===== src/rtl/wb_arb_pkg.sv =====
// Shared definitions for the 8-way writeback round-robin arbiter.
package wb_arb_pkg;
   localparam int NREQ  = 8;
   localparam int SELW  = 3;
   localparam int WIDTH = 64;

   typedef logic [SELW-1:0] src_t;

   // First requester at or after ptr, wrapping 7 -> 0; returns ptr when nothing requests.
   function automatic src_t rr_pick(input logic [NREQ-1:0] req, input src_t ptr);
      src_t idx;
      rr_pick = ptr;
      for (int k = NREQ-1; k >= 0; k--) begin
         idx = ptr + src_t'(k);
         if (req[idx]) rr_pick = idx;
      end
   endfunction
endpackage


===== src/rtl/mux8_1x64.sv =====
// Plain 8:1 multiplexer, 64 bits wide.
module mux8_1x64 (
   input  logic [63:0] in0,
   input  logic [63:0] in1,
   input  logic [63:0] in2,
   input  logic [63:0] in3,
   input  logic [63:0] in4,
   input  logic [63:0] in5,
   input  logic [63:0] in6,
   input  logic [63:0] in7,
   input  logic [2:0]  sel,
   output logic [63:0] out
);
   always_comb begin
      case (sel)
         3'd0:    out = in0;
         3'd1:    out = in1;
         3'd2:    out = in2;
         3'd3:    out = in3;
         3'd4:    out = in4;
         3'd5:    out = in5;
         3'd6:    out = in6;
         default: out = in7;
      endcase
   end
endmodule


===== src/rtl/wb_rr_arbiter8.sv =====
// Round-robin arbiter sharing one 64-bit writeback bus among 8 sources,
// with locked bursts and a single-entry valid/ready output register.
module wb_rr_arbiter8 #(
   parameter int WIDTH = 64,
   parameter int NREQ  = 8
) (
   input  logic                  clk,
   input  logic                  reset,
   input  logic [NREQ-1:0]       req,
   input  logic [NREQ-1:0]       lock,
   input  logic [NREQ*WIDTH-1:0] din,
   output logic [NREQ-1:0]       ack,
   output logic                  out_valid,
   input  logic                  out_ready,
   output logic [WIDTH-1:0]      out_data,
   output logic [2:0]            out_src
);
   import wb_arb_pkg::src_t;
   import wb_arb_pkg::rr_pick;

   src_t             ptr_q, ptr_d, lock_owner_q, lock_owner_d, out_src_q, out_src_d, winner;
   logic             lock_active_q, lock_active_d, out_valid_q, out_valid_d;
   logic             cap_en, locked_hit;
   logic [WIDTH-1:0] out_data_q, out_data_d, mux_out;

   mux8_1x64 u_mux (
      .in0 (din[0*WIDTH +: WIDTH]),
      .in1 (din[1*WIDTH +: WIDTH]),
      .in2 (din[2*WIDTH +: WIDTH]),
      .in3 (din[3*WIDTH +: WIDTH]),
      .in4 (din[4*WIDTH +: WIDTH]),
      .in5 (din[5*WIDTH +: WIDTH]),
      .in6 (din[6*WIDTH +: WIDTH]),
      .in7 (din[7*WIDTH +: WIDTH]),
      .sel (winner),
      .out (mux_out)
   );

   always_comb begin
      locked_hit    = lock_active_q && req[lock_owner_q];
      winner        = locked_hit ? lock_owner_q : rr_pick(req, ptr_q);
      cap_en        = (!out_valid_q || out_ready) && (|req);
      ack           = '0;
      ptr_d         = ptr_q;
      lock_active_d = lock_active_q;
      lock_owner_d  = lock_owner_q;
      out_valid_d   = out_valid_q;
      out_data_d    = out_data_q;
      out_src_d     = out_src_q;
      if (cap_en) begin
         if (!reset) ack[winner] = 1'b1;
         out_valid_d   = 1'b1;
         out_data_d    = mux_out;
         out_src_d     = winner;
         lock_active_d = lock[winner];
         lock_owner_d  = winner;
         // Grants made through a held lock leave the pointer where the burst started.
         if (!locked_hit) ptr_d = winner + src_t'(1);
      end else if (out_ready) begin
         out_valid_d = 1'b0;
      end
   end

   always_ff @(posedge clk) begin
      if (reset) begin
         ptr_q         <= '0;
         lock_active_q <= 1'b0;
         lock_owner_q  <= '0;
         out_valid_q   <= 1'b0;
         out_data_q    <= '0;
         out_src_q     <= '0;
      end else begin
         ptr_q         <= ptr_d;
         lock_active_q <= lock_active_d;
         lock_owner_q  <= lock_owner_d;
         out_valid_q   <= out_valid_d;
         out_data_q    <= out_data_d;
         out_src_q     <= out_src_d;
      end
   end

   assign out_valid = out_valid_q;
   assign out_data  = out_data_q;
   assign out_src   = out_src_q;
endmodule


===== config.mk =====
export PLATFORM = sky130hd
export DESIGN_NAME = wb_rr_arbiter8
export DESIGN_NICKNAME = d
export VERILOG_FILES = /design/src/rtl/wb_arb_pkg.sv /design/src/rtl/mux8_1x64.sv /design/src/rtl/wb_rr_arbiter8.sv
export SDC_FILE = /design/constraint.sdc
export NUM_CORES = 1
export LEC_CHECK = 0
export CAP_MARGIN = 20
export CORE_AREA = 5 5 231 233
export DETAILED_ROUTE_END_ITERATION = 16
export DIE_AREA = 0 0 236 238
export PLACE_DENSITY_LB_ADDON = 0.3
export SYNTH_ARGS = -nofsm -noshare
export SYNTH_HDL_FRONTEND = slang
export SYNTH_SLANG_ARGS = --single-unit

===== constraint.sdc =====
create_clock -name clk -period 5.9 [get_ports clk]
set_clock_uncertainty 0.1 [all_clocks]
set_input_delay 0.59 -clock clk [delete_from_list [all_inputs] [get_ports clk]]
set_output_delay 0.59 -clock clk [all_outputs]
set_load 0.005 [all_outputs]

## Word-level counts from Yosys, hierarchy flattened

Cells that the tools add are included.

| storage, ports and cells | value |
|---|---|
| output and inout port bits | 76 |
| word-level logic and storage cells | 76 |
| input port bits | 531 |
| register bits after elaboration | 72 |

| operators by class | value |
|---|---|
| reductions and logical operators | 9 |
| eq/ne operators | 6 |
| muxes and demuxes | 36 |
| $add $sub $neg | 8 |
| bitwise operators | 1 |
| $lt $le $gt $ge | 11 |

Operators by type and width:

| kind | count |
|---|---|
| case mux 64 bit (7 select lines) | 1 |
| < comparator 3 x 4 -> 1 bit (second input constant) | 10 |
| binary-select mux 1 bit (select 3 bit) | 10 |
| two-way mux 3 bit | 9 |
| two-way mux 8 bit | 2 |
| two-way mux 1 bit | 13 |
| adder 3 bit (second input constant) | 4 |
| == test 3 bit (second input constant) | 3 |
| OR reduction 8 bit | 1 |
| adder 3 x 1 -> 3 bit (second input constant) | 2 |
| adder 3 x 2 -> 3 bit (second input constant) | 2 |
| == test 3 x 2 -> 1 bit (second input constant) | 2 |
| demux 1 bit (select 3 bit) | 1 |
| == test 3 x 1 -> 1 bit (second input constant) | 1 |
| >= comparator 3 x 1 -> 1 bit (second input constant) | 1 |
| logical AND 1 bit | 3 |
| zero test 3 bit | 1 |
| AND reduction 2 bit | 1 |
| nonzero test 2 bit | 1 |
| zero test 1 bit | 1 |
| logical OR 1 bit | 1 |
| inverter 1 bit | 1 |

## Logic depth before layout (Yosys ltp)

| depth | value |
|---|---|
| word-level depth | 18 |
| depth in mapped cells | 18 |
| gate-level depth less buffers | 11 |

## By module

From an unflattened synthesis, not the netlist that was laid out.

| unflattened totals | value |
|---|---|
| cell total of the unflattened synthesis | 1051 |
| area total of the unflattened synthesis | 7935.1 sq um |

By module, submodules not included:

| module | cells an instance | instances | area an instance (sq um) |
|---|---|---|---|
| mux8_1x64 | 579 | 1 | 4076.4 |
| wb_rr_arbiter8 | 472 | 1 | 3858.7 |

## Worst setup path after synthesis

No wires, ideal clock.

| path | value |
|---|---|
| path kind | flip-flop to output port |
| start point | reg ptr_q[1] |
| end point | out ack[0] |
| required time | 5210 ps |
| path buffers | 6 |
| cell stages (with the launch flop) | 17 |
| data arrival time | 3947 ps |
| slack | 1263 ps |
| cell sequence | dfxtp_1 buf_2 buf_1 inv_1 ha_1 buf_4 mux2_1 mux4_2 or3_1 a31oi_2 a211oi_4 a21oi_4 buf_6 buf_6 buf_2 nand2_1 nor2_1 |

| between the ends | value |
|---|---|
| cells in the longest elaborated chain, start to end | 18 |

Ends and longest elaborated chain:

| element | RTL line | source |
|---|---|---|
| start: declaration | wb_rr_arbiter8.sv:21 | `src_t ptr_q, ptr_d, lock_owner_q, lock_owner_d, out_src_q, out_src_d, winner;` |
| start signal: assignment | wb_rr_arbiter8.sv:73 | `ptr_q <= ptr_d;` |
| adder 3 bit | wb_arb_pkg.sv:14 | `idx = ptr + src_t'(k);` |
| binary-select mux 1 bit (select 3 bit) | wb_arb_pkg.sv:15 | `if (req[idx]) rr_pick = idx;` |
| two-way mux 1 bit (implied by the code) | wb_arb_pkg.sv:15 |  |
| two-way mux 3 bit (7 in a row) | wb_arb_pkg.sv:15 |  |
| two-way mux 3 bit * | wb_arb_pkg.sv:15 |  |
| two-way mux 3 bit * | wb_rr_arbiter8.sv:41 | `winner = locked_hit ? lock_owner_q : rr_pick(req, ptr_q);` |
| < comparator 3 x 4 -> 1 bit (implied by the code) or >= comparator 3 x 1 -> 1 bit (tied branches) | wb_rr_arbiter8.sv:51 | `if (!reset) ack[winner] = 1'b1;` |
| logical AND 1 bit (implied by the code) | wb_rr_arbiter8.sv:51 |  |
| two-way mux 1 bit (implied by the code) | wb_rr_arbiter8.sv:51 |  |
| demux 1 bit (select 3 bit) * | wb_rr_arbiter8.sv:51 |  |
| two-way mux 8 bit * | wb_rr_arbiter8.sv:51 |  |
| two-way mux 8 bit * | wb_rr_arbiter8.sv:50 | `if (cap_en) begin` |
| end: declaration | wb_rr_arbiter8.sv:12 | `output logic [NREQ-1:0] ack,` |

Mark *: on every way between the ends. The rest lies on a longest branch, timed or not. The select of a mux whose other input is x is not followed.

## Final worst setup path

| path | value |
|---|---|
| start point | reg ptr_q[0] |
| end point | out ack[5] |

The elaborated chain is that of the path after synthesis.

==> flow_summary.ini <==
[critical_path]
end_kind = output pin
r2r-start = ptr_q[0]
cp-startpoint = ptr_q[0]
arrival_ns = 4.81
crit_type = flop to output pin
start_kind = flop
crit_slowest_cell = ha_1
worstPathRequired_ns = 5.21
slowest_delay_ns = 0.77
cp_max_fo = 17
crit_path_cell_trace = inv_1, ha_1, mux2_2, mux4_2, o21ai_0, and4b_1, a311oi_4, nand2_1, nor2_1, clkdlybuf4s50_1

[floorplan]
rows = 83
top_level_ports = 607
initial_core_util_pct = 16.0
die_x_um = 236
fp.coreArea_um2 = 51000
die_h_um = 238
die-area_um2 = 56200

[synthesis]
synth_ff_type = dfxtp_1
synth.top_cell.area_share_pct = 17.7
synth_top_family_by_area = compound AO/OA/AOI/OAI gates
yosysUniqueCellTypes = 63
synthTopCellsByArea = dfxtp_1 (18%), mux2i_1 (10%), nand2_1 (9.6%)
synth_area_um2 = 8160
yosys_warnings = 0
synth_compound_area_share_pct = 33.5
yosysMostFrequentCell = nand2_1
synth_edf_count = 0
synthTopCellsByCount = nand2_1 (209), nor2_1 (168), a21oi_1 (99)
synthCells = 1163
synthXorXnorAreaFrac_pct = 0.536
yosys.area_share.simple_pct = 22.2
synth_nets = 1696
synth_mux_area_share_pct = 18.3
syn_avg_cell_area_um2 = 7.02
yosysTopAreaCell = dfxtp_1
synth-adder-area-share_pct = 0.307
synth_seq_area_share_pct = 17.7
ys_ff_latch = 72
async_flop_share_pct = 0

[clocking]
cts_sinks = 72
clk_pin_slew_worst_paths_ns = 0.06
worstSkewPairLatency_ns = 0.37
clock_path_buffers = 2
postCtsSetupBuffers = 0
cts_inserted_buffers = 9
htree_levels = 3
cts_tree = built
postCtsHoldBufs = 0
root_buffer = clkbuf_16
post_cts_resized = 0

[placement]
gp_congestion = 0.953
dpl.hpwl_mm = 44.4
pre_cts_slack_ns = 0.472
port_buffers = 606

[pwr]
p_leak_uw = 0.00576
peakVddDrop_mv = 0.438
power_density_nw_per_um2 = 505
power_uw = 7660

[drt]
ant_nets = 0
wl_met2_mm = 26.6
drt_wl_total_mm = 55.5
via_count = 11300
wl_met1_mm = 24.0
wl_met3_mm = 3.44
post_drt_wl_per_cell_um = 23.3
detail_route.vias_per_cell = 4.75
topRoutingLayerUsed = met4
drc = 0
drt-initial-drc-count = 713
first_pass_iters = 6

[sta]
min_period_ns = 5.50
hold_violations = 0
setup_viol = 0
setup_slack_ns = 0.398
final_max_slew_viol_count = 0
max_freq_mhz = 182
rsz0062_at_grt = false
fin_crit_sh_pct = 93.3
final.setup.tns_ns = 0
relSlewSlack_pct = 36.5
worst-slew-pin-transition_ns = 0.948

[global_routing]
grt_pass1_vias = 11600
antenna_found_initial = 5
globalRouteOverflowTotal = 0
grt_pass1_wl_mm = 79.4
grt_max_degree = 74
grt_usage_pct = 18.6

[final_layout]
drive_gt1_share_pct = 6.05
syn_to_final_growth_pct = 85.9
n_fill_cell = 5471
final_net_count = 2231

[run_status]
status = complete, no violations

[hold_path]
hold_path.class = flop to flop
min-delay-start = out_data[0]

[flow_run]
cap_violations = 0
==> registers in the layout, indices dropped and copies added (netlist names) <==
signal         count
out_data          64
out_src            3
out_valid          1
lock_active_q      1
ptr_q              3
==> critical path, delay by kind of cell, from the launching register on <==
family                     cells  cell delay, ns
muxes                          2            0.89
AOI/OAI and AO/OA              2            0.77
and+or+nand+nor                3            0.99
buffers and inverters          2            0.67
DFF                            1            0.34
adders and majority gates      1            0.77
==> power breakdown <==
| group | total (uW) | internal (uW) | leakage (uW) | switching [uW] |
|---|---|---|---|---|
| logic | 6190 | 2470 | 0.00501 | 3720 |
| clock network | 633 | 359 | 0.000154 | 274 |
| registers | 836 | 685 | 0.000598 | 151 |
| total | 7660 | 3510 | 0.00576 | 4150 |
==> area by class of cell <==
| class | instances | area [um2] | area share (%) |
|---|---|---|---|
| diodes | 5 | 12.5 | 0.0825 |
| clock buffers | 12 | 267 | 1.76 |
| clock inverters | 3 | 40.0 | 0.264 |
| inverters | 15 | 56.3 | 0.371 |
| multi-input cells | 962 | 6160 | 40.6 |
| flip-flops and latches | 72 | 1440 | 9.50 |
| well taps | 680 | 851 | 5.61 |
| repair buffers | 638 | 6340 | 41.8 |
==> logic make-up after synthesis <==
family,after synthesis
adders and majority gates,2
and+or+nand+nor,439
xor gates and xnor gates,5
buffers and inverters,129
muxes,126
AOI/OAI and AO/OA,390
DFF,72
==> through the flow <==
stage                     util, %  hold slack [ns]  cell area, um2  instances
after floorplan                 -            0.379            8160       1163
after global placement       29.1            0.371           14800       2365
after detailed placement     29.1            0.369           14900       2366
after CTS                    29.7            0.388           15200       2381
after global routing         29.8            0.401           15200       2387
final                        29.8            0.387           15200       2387
==> metal layers <==
metal	up-vias	global-route usage (%)
met1	5362	24.4
met4	0	6.09
met5	-	0
li1	5374	-
met3	60	3.50
met2	544	31.0
==> worst paths after layout <==
path	end	slack, ns	cells past startpoint
setup / recovery	ack[5]	0.40	10
hold / removal	out_data[0]	0.39	2
setup reg to reg	out_data[9]	0.85	12
hold reg to reg	out_data[0]	0.39	2
==> cells in the final DEF (no fill, tap or decap), drive strengths merged, types with 14 or more instances in the layout <==
| master | count |
|---|---|
| a21oi | 101 |
| mux2i | 82 |
| nor2 | 171 |
| o22a | 15 |
| and3 | 18 |
| o21ai | 58 |
| a22oi | 18 |
| mux2 | 28 |
| mux4 | 16 |
| o31ai | 43 |
| nand3 | 14 |
| clkdlybuf4s50 | 605 |
| nand2 | 209 |
| o221ai | 53 |
| dfxtp | 72 |
| buf | 32 |
| a31oi | 17 |
| inv | 15 |
| a211oi | 24 |
Power figures use the tool's default switching activity.
